--- src/rtl/uart_tx_fsm_if.sv ---
// Frame request / serializer / line bundle shared by the UART TX sequencer and its neighbours.
// Latency: none (wires only).
// Backpressure: busy is the only flow control; data_valid is honoured only while busy is low.
//
// Signals:
//   data_valid  request to start a frame with p_data
//   p_data      parallel word (only its parity is used by the sequencer)
//   par_en      insert a parity bit in this frame
//   par_typ     0 = even parity, 1 = odd parity
//   ser_data    current serial bit from the serializer, LSB first
//   ser_en      serializer shift enable
//   busy        frame in progress
//   tx_out      UART line, idle high
//
// master: the client side (word source plus serializer); slave: the sequencer.
interface uart_tx_fsm_if #(
    parameter int WIDTH = 8
);
    logic             data_valid;
    logic [WIDTH-1:0] p_data;
    logic             par_en;
    logic             par_typ;
    logic             ser_data;
    logic             ser_en;
    logic             busy;
    logic             tx_out;

    modport master (
        output data_valid,
        output p_data,
        output par_en,
        output par_typ,
        output ser_data,
        input  ser_en,
        input  busy,
        input  tx_out
    );

    modport slave (
        input  data_valid,
        input  p_data,
        input  par_en,
        input  par_typ,
        input  ser_data,
        output ser_en,
        output busy,
        output tx_out
    );
endinterface

--- src/rtl/uart_tx_fsm.sv ---
// UART TX frame sequencer: start, WIDTH data bits from the serializer, optional parity, stop.
// Latency: start bit on the line the cycle after the accept edge; WIDTH+2+par_en busy cycles.
// Backpressure: no queuing; data_valid is ignored while busy, at least one idle cycle between frames.
//
// Ports:
//   clk   system clock, one cycle per bit period (baud strobe gates it upstream)
//   rst   asynchronous active-low reset; line returns high at once
//   bus   uart_tx_fsm_if.slave (data_valid, p_data, par_en, par_typ, ser_data in;
//         ser_en, busy, tx_out out)
module uart_tx_fsm #(
    parameter int WIDTH = 8
) (
    input  logic          clk,
    input  logic          rst,
    uart_tx_fsm_if.slave  bus
);

    localparam int CNT_W = (WIDTH > 1) ? $clog2(WIDTH) : 1;
    localparam logic [CNT_W-1:0] LAST_BIT = CNT_W'(WIDTH - 1);

    localparam logic [2:0] IDLE   = 3'd0;
    localparam logic [2:0] START  = 3'd1;
    localparam logic [2:0] DATA   = 3'd2;
    localparam logic [2:0] PARITY = 3'd3;
    localparam logic [2:0] STOP   = 3'd4;

    logic [2:0]       state;
    logic [2:0]       state_nxt;
    logic [CNT_W-1:0] bit_cnt;
    logic [CNT_W-1:0] bit_cnt_nxt;
    logic             par_bit_r;
    logic             par_en_r;
    logic             accept;
    logic             last_bit;
    logic             tx_line;

    assign accept   = (state == IDLE) && bus.data_valid;
    assign last_bit = (bit_cnt == LAST_BIT);

    // Next state. Unused encodings fall back to IDLE so a corrupted state
    // register recovers within one edge.
    always_comb begin
        state_nxt = IDLE;
        case (state)
            IDLE:    state_nxt = accept ? START : IDLE;
            START:   state_nxt = DATA;
            DATA: begin
                if (last_bit) begin
                    state_nxt = par_en_r ? PARITY : STOP;
                end else begin
                    state_nxt = DATA;
                end
            end
            PARITY:  state_nxt = STOP;
            STOP:    state_nxt = IDLE;
            default: state_nxt = IDLE;
        endcase
    end

    // The counter only moves in DATA and clears on the last data bit, so it
    // is already zero when the next frame reaches DATA.
    always_comb begin
        bit_cnt_nxt = '0;
        if ((state == DATA) && !last_bit) begin
            bit_cnt_nxt = bit_cnt + CNT_W'(1);
        end
    end

    always_ff @(posedge clk or negedge rst) begin
        if (!rst) begin
            state     <= IDLE;
            bit_cnt   <= '0;
            par_bit_r <= 1'b0;
            par_en_r  <= 1'b0;
        end else begin
            state   <= state_nxt;
            bit_cnt <= bit_cnt_nxt;
            // Parity options are captured with the word so mid-frame input
            // changes cannot alter the frame on the line.
            if (accept) begin
                par_en_r  <= bus.par_en;
                par_bit_r <= (^bus.p_data) ^ bus.par_typ;
            end
        end
    end

    // Line mux driven only by registered state, so reset forces the line
    // high without waiting for a clock.
    always_comb begin
        tx_line = 1'b1;
        case (state)
            IDLE:    tx_line = 1'b1;
            START:   tx_line = 1'b0;
            DATA:    tx_line = bus.ser_data;
            PARITY:  tx_line = par_bit_r;
            STOP:    tx_line = 1'b1;
            default: tx_line = 1'b1;
        endcase
    end

    assign bus.tx_out = tx_line;
    assign bus.busy   = (state != IDLE);
    assign bus.ser_en = (state == DATA);

endmodule

--- src/flat_wrapper.sv ---
// flat-port wrapper written by rule: the top's interface ports become plain ports
module uart_tx_fsm_flat 
#(
    parameter int WIDTH = 8
)
  (clk, rst, bus_data_valid, bus_p_data, bus_par_en, bus_par_typ, bus_ser_data, bus_ser_en, bus_busy, bus_tx_out);
  uart_tx_fsm_if #(.WIDTH(WIDTH)) bus_i ();
  input  logic clk;
  input  logic rst;
  input wire logic [$bits(bus_i.data_valid)-1:0] bus_data_valid;
  input wire logic [$bits(bus_i.p_data)-1:0] bus_p_data;
  input wire logic [$bits(bus_i.par_en)-1:0] bus_par_en;
  input wire logic [$bits(bus_i.par_typ)-1:0] bus_par_typ;
  input wire logic [$bits(bus_i.ser_data)-1:0] bus_ser_data;
  output wire logic [$bits(bus_i.ser_en)-1:0] bus_ser_en;
  output wire logic [$bits(bus_i.busy)-1:0] bus_busy;
  output wire logic [$bits(bus_i.tx_out)-1:0] bus_tx_out;
  assign bus_i.data_valid = bus_data_valid;
  assign bus_i.p_data = bus_p_data;
  assign bus_i.par_en = bus_par_en;
  assign bus_i.par_typ = bus_par_typ;
  assign bus_i.ser_data = bus_ser_data;
  assign bus_ser_en = bus_i.ser_en;
  assign bus_busy = bus_i.busy;
  assign bus_tx_out = bus_i.tx_out;
  uart_tx_fsm #(.WIDTH(WIDTH)) u_core (.clk(clk), .rst(rst), .bus(bus_i));
endmodule
--- config.mk ---
export PLATFORM = sky130hd
export DESIGN_NAME = uart_tx_fsm_flat
export DESIGN_NICKNAME = d
export VERILOG_FILES = /design/src/rtl/uart_tx_fsm_if.sv /design/src/rtl/uart_tx_fsm.sv /design/src/flat_wrapper.sv
export SDC_FILE = /design/constraint.sdc
export NUM_CORES = 1
export LEC_CHECK = 0
export CORE_AREA = 3 3 40 42
export CTS_CLUSTER_SIZE = 12
export DETAILED_ROUTE_END_ITERATION = 8
export DIE_AREA = 0 0 43 45
export GPL_TIMING_DRIVEN = 0
export PLACE_DENSITY = 0.68
export SYNTH_ARGS = -nofsm -noshare
export SYNTH_HDL_FRONTEND = slang
export SYNTH_SLANG_ARGS = --single-unit
--- constraint.sdc ---
create_clock -name clk -period 1.4 [get_ports clk]
set_input_delay 0.14 -clock clk [delete_from_list [all_inputs] [get_ports clk]]
set_output_delay 0.14 -clock clk [all_outputs]
set_load 0.02 [all_outputs]
==> results.md <==
- Fin crit share: 0.974
- GRT overflow: 0
- Synthesized area per cell: ~11 µm²
- Largest cells by area after synthesis: dfrtp_1 (47%), xnor2_1 (8.2%), ha_1 (5.9%)
- Clock Path Buffers: 2
- Max Freq: ~730 MHz
- DR WL/cell: slightly below 10 µm
- Synthesized area: roughly 430 µm²
- Initial DRT Pass Iterations: 4
- Critical Path Source Type: flop
- Port-buffer cells: 16
- Adder-Cell Fraction of Synth Area: 0.0587
- Skew-Pair Late Insertion Delay: between 200 and 300 ps
- Die Y: between 40 and 50 µm
- Largest family of logic cells by synthesized area: simple AND/OR/NAND/NOR gates
- Gpl congestion: about 0.67
- Crit path arrival time: 1220 ps
- Run status: complete, no violations
- Syn Nets: 56
- Final design utilization: 0.503
- Mapped Cells: 40
- DR vias: 330
- Hold Fails Final Rpt: 0
- Crit Path Class: reg -> out
- Post-synth cell types: 20
- Asr flop ratio synth: 1.00
- Simple-Gate Fraction of Synth Area: 0.176
- Largest net degree at the start of global routing: 9
- FF-to-FF Start: u_core.bit_cnt[0]
- Vias/cell: around 4.3
- Register bit total from synthesis: 8
- Synthesis Warnings: 0
- Clock Tree Root: clkbuf_4
- Detailed placement HPWL: 596 µm
- Slew @ Worst Pin: 350 ps
- Layout cells sized above 1: 0.194
- Horiz. Die Dim: approximately 43 µm
- Hold Path Class: in -> async
- PnR Total Power: around 1.1 mW
- Critical-path maximum fanout: 5
- Post-route ant nets: 0
- First-pass GRT wire length: around 1100 µm
- Total GRT Usage: 0.0835
- Routed wire length: ~760 µm
- Synth Area in XOR/XNOR: 0.176
- Tmin final: ~1400 ps
- Clk_skew: around 1.4 ps
- Vias in the first global route: ~280
- Static Leak: ~0.31 nW
- Finish-stage setup viols: 0
- Max-slew headroom: 0.766
- Ys flop type: dfrtp_1
- Mux cell area share after synthesis: 0.0499
- Initial antenna violation count: 0
- Number of synthesized flops with an enable pin: 0
- Sequential share of the synthesized area: 0.469
- Worst reg-to-reg setup slack: roughly 130 ps
- Required time of the worst setup path: 1260 ps
- Antenna cell count: 0
- Placed Area: between 600 and 700 µm²
- Synth-to-layout area growth: 51.6%
- Post-Place Setup Slack: -231 ps
- MaxCap Viol Count: 0
- Final net count: 80
- CTS tree: built
- Slew Limit Fails: 0
- Initial Util: 0.332
- Area fraction in compound gates after synthesis: 0.0528
- Fin area: about 650 µm²
- Power Dens Cells: between 1500 and 2000 nW/µm²
- Number of DRC markers in iteration 0: 6
- Max IR drop VDD: 0.813 mV
- Worst-path clk slew: around 50 ps
- H-tree depth: 1
- DRC Markers: 0
- CP Capture Type: primary output
- RSZ-0062 raised after global routing: true
- Row count: 13
- Area fraction of the dominant cell type after synthesis: 0.469
- CTS Buf Count: 3
- I/O Pins: 17
- Setup ws final: 37.1 ps
- Cell taking the most area after synthesis: dfrtp_1
- CP Launch Point: u_core.state[0]
- Clock sinks: 8
- Core Area: approximately 1300 µm²
- Die ar.: approximately 1900 µm²
-- routing by layer --
| layer | share of wire | GRT usage | vias up |
|---|---|---|---|
| li1 | - | - | 176 |
| met1 | 0.47 | 0.108 | 147 |
| met2 | 0.48 | 0.114 | 7 |
| met3 | 0.052 | 0.0239 | 0 |
| met4 | 0 | 0.0723 | 0 |
| met5 | 0 | 0 | - |
-- critical path, stage by stage, from the launching register on --
cell	delay, ps
dfrtp_1	420
nor2_1	120
a22oi_1	70
or2_4	230
buf_6	130
-- synth_stat cells (2+ instances only) --
master and count:
nand2_1 4, and2_1 2, nor2_1 4, ha_1 2, xor2_1 2, xnor2_1 4
inv_1 2, dfrtp_1 8
-- path summary, 6_finish.rpt --
check	depth (start not counted)	to
worst max-delay path	4	bus_tx_out
worst min-delay path	1	u_core.bit_cnt[1]
worst max register to register	5	u_core.state[1]
worst min register to register	1	u_core.bit_cnt[0]
max in group asynchronous	1	u_core.bit_cnt[0]
min in group clk	1	u_core.bit_cnt[0]
-- kinds of logic (layout without fill, tap and decap cells) --
kind of cell,count (synthesis),count (layout)
AND/OR/NAND/NOR,15,15
flip-flops,8,8
adder cells (fa/ha/maj),2,2
XOR/XNOR,7,7
multiplexers,2,2
buffers and inverters,2,24
AO/OA/AOI/OAI,4,4
-- power by group --
part           switching [mW]  total, mW  internal [mW]
Sequential             0.0653      0.383          0.318
Clock                  0.0726      0.170         0.0977
Combinational           0.237      0.517          0.280
-- cell type report --
| class | instances | area, µm² |
|---|---|---|
| repair buffers | 19 | 174 |
| multi-input cells | 30 | 224 |
| well taps | 15 | 18.8 |
| clock buffers | 3 | 22.5 |
| flip-flops and latches | 8 | 200 |
| fillers | 127 | 638 |
| inverters | 2 | 7.51 |
-- through the flow --
stage,instances,TNS [ps],hold slack [ps]
2_1_floorplan,40,0,-156
3_3_place_gp,71,-523,437
3_5_place_dp,71,-516,443
4_1_cts,75,-20.7,173
5_1_grt,77,-13.9,177
6_report,77,0,165
-- registers in the layout, indices dropped and copies added (netlist names) --
| register | flops |
|---|---|
| u_core.par_bit_r | 1 |
| u_core.bit_cnt | 3 |
| u_core.state | 3 |
| u_core.par_en_r | 1 |
-- placed cells by master (no fill, tap or decap) --
cell type,synthesis,layout
nor3b_1,1,1
dfrtp_1,8,8
buf_2,0,2
mux2i_1,1,1
a21oi_1,1,1
and2_1,2,2
nor3_1,1,1
buf_4,0,3
o21ai_1,1,1
buf_6,0,1
nor2_1,4,3
clkbuf_4,0,3
clkdlybuf4s50_1,0,13
xnor3_1,1,1
o21ai_0,1,1
nor2_2,0,1
nand3b_1,1,1
mux2_2,1,1
or3_1,1,1
nand2_1,4,4
ha_1,2,2
a22oi_1,1,1
xnor2_1,4,4
or2_4,0,1
inv_1,2,2
xor2_1,2,2
-- what timing repair did --
action	CTS	global route
buffers inserted	1	2
pin swaps	2	1
endpoints found under the setup margin	3	2
hold buffers	0	0
gates resized for setup	11	5
Power figures use the tool's default switching activity.
